$ cat src/rtl/johnson_decoder.sv
// Johnson code decoder: phase index, lock tracking, lap and fault counters.
// Define JOHNSON_DEC_HOLD_EN to accept a repeated code as a legal hold.
module johnson_decoder #(
   parameter int LAP_W      = 8,
   parameter int ERR_W      = 8,
   parameter int LOCK_STEPS = 3
) (
   input  logic             clk,
   input  logic             rst,
   input  logic [3:0]       inBus,
   input  logic             en,
   input  logic             clr,
   output logic [2:0]       phase,
   output logic             legal,
   output logic             locked,
   output logic             stepErr,
   output logic             wrap,
   output logic [LAP_W-1:0] lapCount,
   output logic [ERR_W-1:0] errCount
);

   typedef enum logic {
      SEARCH = 1'b0,
      LOCKED = 1'b1
   } state_t;

   state_t           st_q, st_d;
   logic [2:0]       lock_cnt_q, lock_cnt_d;
   logic [3:0]       prev_q, prev_d;
   logic             prev_valid_q, prev_valid_d;
   logic [2:0]       phase_q, phase_d;
   logic             legal_q, legal_d;
   logic             step_err_q, step_err_d;
   logic             wrap_q, wrap_d;
   logic [LAP_W-1:0] lap_q, lap_d;
   logic [ERR_W-1:0] err_q, err_d;

   // Returns {legal, index}
   function automatic logic [3:0] dec(input logic [3:0] c);
      logic [3:0] r;
      case (c)
         4'b0000: r = 4'b1000;
         4'b0001: r = 4'b1001;
         4'b0011: r = 4'b1010;
         4'b0111: r = 4'b1011;
         4'b1111: r = 4'b1100;
         4'b1110: r = 4'b1101;
         4'b1100: r = 4'b1110;
         4'b1000: r = 4'b1111;
         default: r = 4'b0000;
      endcase
      return r;
   endfunction

   logic [3:0] in_dec;
   logic [3:0] pv_dec;
   logic [2:0] nxt_idx;
   logic [2:0] cnt_inc;
   logic       adv;
   logic       hold_ok;
   logic       bad;

   assign in_dec  = dec(inBus);
   assign pv_dec  = dec(prev_q);
   assign nxt_idx = pv_dec[2:0] + 3'd1;
   assign cnt_inc = lock_cnt_q + 3'd1;
   assign adv     = in_dec[3] & pv_dec[3] & (in_dec[2:0] == nxt_idx);

`ifdef JOHNSON_DEC_HOLD_EN
   assign hold_ok = in_dec[3] & (inBus == prev_q);
`else
   assign hold_ok = 1'b0;
`endif

   assign bad = ~adv & ~hold_ok;

   always_comb begin
      st_d         = st_q;
      lock_cnt_d   = lock_cnt_q;
      prev_d       = prev_q;
      prev_valid_d = prev_valid_q;
      phase_d      = phase_q;
      legal_d      = legal_q;
      step_err_d   = 1'b0;
      wrap_d       = 1'b0;
      lap_d        = lap_q;
      err_d        = err_q;
      if (en) begin
         prev_d       = inBus;
         prev_valid_d = 1'b1;
         legal_d      = in_dec[3];
         if (in_dec[3]) phase_d = in_dec[2:0];
         if (prev_valid_q) begin
            unique case (st_q)
               SEARCH: begin
                  if (adv) begin
                     if (cnt_inc == 3'(LOCK_STEPS)) begin
                        st_d       = LOCKED;
                        lock_cnt_d = 3'd0;
                     end else begin
                        lock_cnt_d = cnt_inc;
                     end
                  end else if (bad) begin
                     lock_cnt_d = 3'd0;
                  end
               end
               LOCKED: begin
                  if (bad) begin
                     step_err_d = 1'b1;
                     st_d       = SEARCH;
                     lock_cnt_d = 3'd0;
                     if (err_q != '1) err_d = err_q + ERR_W'(1);
                  end else if (adv && prev_q == 4'b1000) begin
                     wrap_d = 1'b1;
                     lap_d  = lap_q + LAP_W'(1);
                  end
               end
               default: ;
            endcase
         end
      end
      // Clear beats any same-edge increment
      if (clr) begin
         lap_d = '0;
         err_d = '0;
      end
   end

   always_ff @(posedge clk or negedge rst) begin
      if (!rst) begin
         st_q         <= SEARCH;
         lock_cnt_q   <= 3'd0;
         prev_q       <= 4'd0;
         prev_valid_q <= 1'b0;
         phase_q      <= 3'd0;
         legal_q      <= 1'b0;
         step_err_q   <= 1'b0;
         wrap_q       <= 1'b0;
         lap_q        <= '0;
         err_q        <= '0;
      end else begin
         st_q         <= st_d;
         lock_cnt_q   <= lock_cnt_d;
         prev_q       <= prev_d;
         prev_valid_q <= prev_valid_d;
         phase_q      <= phase_d;
         legal_q      <= legal_d;
         step_err_q   <= step_err_d;
         wrap_q       <= wrap_d;
         lap_q        <= lap_d;
         err_q        <= err_d;
      end
   end

   assign phase    = phase_q;
   assign legal    = legal_q;
   assign locked   = (st_q == LOCKED);
   assign stepErr  = step_err_q;
   assign wrap     = wrap_q;
   assign lapCount = lap_q;
   assign errCount = err_q;

endmodule

$ cat config.mk
export PLATFORM = sky130hd
export DESIGN_NAME = johnson_decoder
export DESIGN_NICKNAME = d
export VERILOG_FILES = /design/src/rtl/johnson_decoder.sv
export SDC_FILE = /design/constraint.sdc
export NUM_CORES = 1
export LEC_CHECK = 0
export BUFFER_PORTS_ARGS = -buffer_cell sky130_fd_sc_hd__buf_2
export CAP_MARGIN = 0
export CORE_AREA = 2 2 74 76
export CTS_BUF_LIST = sky130_fd_sc_hd__clkbuf_8
export DETAILED_ROUTE_END_ITERATION = 10
export DIE_AREA = 0 0 76 78
export SLEW_MARGIN = 0
export SYNTH_ARGS = -nofsm -noshare
export SYNTH_HDL_FRONTEND = slang
export SYNTH_SLANG_ARGS = --single-unit
$ cat constraint.sdc
create_clock -name clk -period 3.1 [get_ports clk]
set_input_delay 0.62 -clock clk [delete_from_list [all_inputs] [get_ports clk]]
set_output_delay 0.62 -clock clk [all_outputs]
set_load 0.01 [all_outputs]
# == Word level (Yosys, flattened, before mapping) ==
# Memory sizes are Yosys's and may differ from the RTL's.
# Index checks and enable logic that the tools add are counted.
# op_classes
mux,29
addsub,4
reduce_logical,12
eq_ne,6
bitwise_logic,3
# ops
operator,count
8-bit two-way mux,12
8-bit by 1-bit adder with 8-bit output (second input constant),2
1-bit two-way mux,12
2-bit nonzero test,6
5-bit AND reduction,2
3-bit two-way mux,3
8-bit != test (second input constant),1
3-bit by 1-bit adder with 3-bit output (second input constant),2
3-bit one-hot mux with 2 select lines,1
4-bit equality test (second input constant),1
2-bit != test (second input constant),2
2-bit AND reduction,2
3-bit by 2-bit equality test with 1-bit output (second input constant),1
3-bit equality test,1
3-bit AND reduction,1
1-bit bitwise AND,2
1-bit one-hot mux with 2 select lines,1
1-bit logical AND,1
1-bit inverter,1
# totals
input_bits,8
out_inout_bits,23
memories,2
regBits,31
elab_cells,66
mem_bits_ro,128
# mem_list
memory,words,word_bits,rd,rd_ports_with_merged_regs,wr,line,rtl
(name not given),16,4,1,0,0,41,case (c)
(name not given),16,4,1,0,0,41,

# == Logic depth before layout (Yosys ltp) ==
# An unclocked memory read counts as a cell.
# logic_depth
depth_word,11
mapped_depth,9
mapped_depth_nobuf,7

# == Least setup slack after synthesis ==
# Ideal clock, no wire load.
# synth_timing
path_type,input to register
from,input inBus[1]
to,register lap_q[2] (netlist: lapCount[2])
path_slack_ns,0.673
t_required_ns,3.023
n_path_buf,2
setup_time_ns,0.077
arrival_ns,2.350
stages,8
path_cell_list,buf_6 or2_0 a21o_1 a222oi_1 nand4_2 buf_6 or3_1 a21oi_1
# synth_between
elab_chain_cells,6
elab_cells_between_ends,8
classes_between,eq/ne (1); bitwise (2); reduce/logical (4); memory (1)
# synth_rtl
item,line,rtl
"start, declared",10,"input logic [3:0] inBus,"
memory read 16 x 4 bit (*),n/a,
3-bit equality test / 1-bit bitwise AND (equally long branches),67,assign adv = in_dec[3] & pv_dec[3] & (in_dec[2:0] == nxt_idx);
1-bit bitwise AND (*),67,
1-bit logical AND,113,end else if (adv && prev_q == 4'b1000) begin
2-bit nonzero test (no source line),n/a,
5-bit AND reduction (no source line) (*),n/a,
"end signal, assigned",150,lap_q <= lap_d;
"end, declared",35,"logic [LAP_W-1:0] lap_q, lap_d;"
# Mark *: on every way between the ends. The rest lies on a longest branch, timed or not.
# A chain may end at the register's enable or synchronous reset.

# == Worst setup path in the final report ==
# Same ends and word-level chain as after synthesis.

==> metrics <==
outcome=finished clean; Vias/cell=5.02; Port-buffer cells=30; DIE HEIGHT=78 microns; initial core utilization=34.8%; reg-to-reg endpoint=lapCount[2]; area grow syn2layout=15.4%; cts bufs inserted=5; pwr dens=417 nW/um^2; CTS tree=yes; Sw Pwr=0.218 mW; clock skew=0.00700 ns; fin crit share=79.5%; Cells after Synth=184; post-layout util=40.1%; post-synth cell types=52; Worst R2R Start=prev_q[2]; Post-CTS Setup Inserts=0; global route overflow=0; flop-to-flop setup slack=0.65 ns; ANT nets after route=0; crit path capture type=register; Core Area=5040 sq um; Seq/Total Area, Yosys=44.2%; Clock transition at path regs=0.06 ns; maximum VDD drop=0.293 mV; most frequent cells in the layout=dfrtp_1 (31), buf_2 (30), nand2_1 (16), a21oi_1 (16), o21ai_0 (15); total die area=5930 sq um; vias in the first global route=1363; Final Hold Viols=0; reg2reg path depth=6; clock power share=32.8%; share of flip-flops with an asynchronous set or reset=100%; Pins Over Slew Limit=0; critical-path maximum fanout=15; Seq pwr share=52.4%; clk_lat worst skew=0.28 ns; row count=26; Root Driver=clkbuf_8; final setup TNS=0 ns; cts repair resizes=0; fin crit period=2.47 ns; Post-DP HPWL=2550 microns; Clock Sinks=31; worst endpoint required time=3.29 ns; crit path DAT=2.66 ns; DRC=0; number of diodes=0; Post-Route WL=3560 microns; Worst Hold Class=input pin to asynchronous set/reset pin; Syn. warnings=0; commonest non-fill, non-tap cell in the layout=dfrtp_1; layout cells sized above 1=22.0%; Power Internal=0.625 mW; synthesized net count=197; Setup-failing EPs final=0; global-route wire length before repair=6310 microns; Mapped Area=1750 sq um; WS Path Type=input pin to register; Comb power frac=14.8%; Rel. slew slack=53.1%; GRT Total Usage=13.1%; GP Congestion=0.781; Slew @ Worst Pin=0.704 ns; I/O pins=31; CTS H-tree depth=2; Non-Filler Instances=284; Cells after DPL=278; Max-Cap Viols=0; largest net degree at the start of global routing=32; nets@finish=228; CP Launch Type=input pin; initial DRC count=102; Net Sw Frac=25.9%; syn avg cell area=9.53 sq um; Hold-fix buffers, CTS=0; static leakage=0.933 nW; predominant post-synthesis flop cell=dfrtp_1; Die W=76 microns; Post-synth EDFFs=0; Vias=1425; CTS Buffer Depth=2; #FFs+latches synth=31; unrepaired setup endpoints after global routing=false; Detailed Routing Iterations Pass 1=4; Fmax=406 MHz; initial antenna violation count=0; wire per inst=12.5 microns
[kinds of logic after synthesis]
logic type	count (synthesis)	share of synthesized area (%)
compound gates	50	17.4
xor+xnor	8	4.78
buf+inv	15	4.42
fa+ha+maj	5	3.57
simple gates	70	22.5
mux	5	3.14
flops	31	44.2
[flip-flops by register name, summed over array words and instances, names as in the netlist]
name	flops
lock_cnt_q	3
phase	3
stepErr	1
locked	1
errCount	8
prev_valid_q	1
lapCount	8
legal	1
wrap	1
prev_q	4
[power by group through the flow]
stage / Sequential (mW) / Combinational (mW) / Clock (mW)
after floorplan: 0.449 / 0.0870 / 0
after global placement: 0.448 / 0.125 / 0
after detailed placement: 0.448 / 0.127 / 0
after CTS: 0.441 / 0.127 / 0.290
after global routing: 0.444 / 0.141 / 0.308
final: 0.442 / 0.125 / 0.277
[critical path: stages]
cell and delay (ns):
buf_2 0.14, or2_0 0.20, a21o_1 0.19, a222oi_1 0.51, nand4_2 0.40, or3_1 0.41, a21oi_1 0.18
[worst max-delay path by stage]
stage / depth (start not counted) / start / endpoint / slack [ns]
after detailed placement: 7 / inBus[1] / lapCount[6] / 0.36
after floorplan: 8 / inBus[1] / lapCount[2] / 0.67
after global routing: 7 / prev_q[1] / lapCount[5] / 0.42
after global placement: 7 / inBus[1] / lapCount[6] / 0.41
after CTS: 7 / prev_q[1] / errCount[6] / 0.63
final: 7 / inBus[1] / lapCount[2] / 0.63
[through the flow]
step	cell area [sq um]	power (mW)	setup WS [ns]	hold slack (ns)
floorplan	1750	0.536	0.673	0.324
global placement	1950	0.573	0.408	0.468
detailed placement	1950	0.575	0.356	0.471
CTS	2020	0.859	0.634	0.419
global route	2020	0.893	0.417	0.449
finish	2020	0.843	0.634	0.393
[cell usage after synthesis, types with 2 or more instances]
cell      instances  area share (%)
a21o_1            2            0.86
a21oi_1          16             4.6
a31oi_1           3             1.1
and2_1            3             1.1
buf_2             2            0.57
buf_6             2             1.3
clkbuf_1          2            0.43
dfrtp_1          31              44
ha_1              5             3.6
inv_1             8             1.7
mux2_2            4             2.6
nand2_1          16             3.4
nand3_1          12             3.4
nand4_1           4             1.4
nor2_1            5             1.1
nor4b_1           2             1.0
o21ai_0          15             4.3
or2_2             3             1.1
or3_1            11             3.9
xnor2_1           5             2.5
xor2_1            2             1.0
[area by class of cell]
class	instances	area, sq um
clock buffer	5	68.8
clock inverter	1	3.75
fill	515	3020
inverter	8	30.0
multi-input combinational	138	901
sequential	31	776
tap	70	87.6
timing repair buffer	31	158
[per-layer routing]
metal | GRT usage (%) | share of wire (%) | up-vias
met2 | 20.2 | 44 | 30
met5 | 0 | 0 | -
met3 | 3.60 | 4.2 | 5
met1 | 17.7 | 51 | 661
met4 | 4.36 | 1.2 | 0
li1 | - | - | 729
Note: power is estimated with default switching activity, not from simulation.
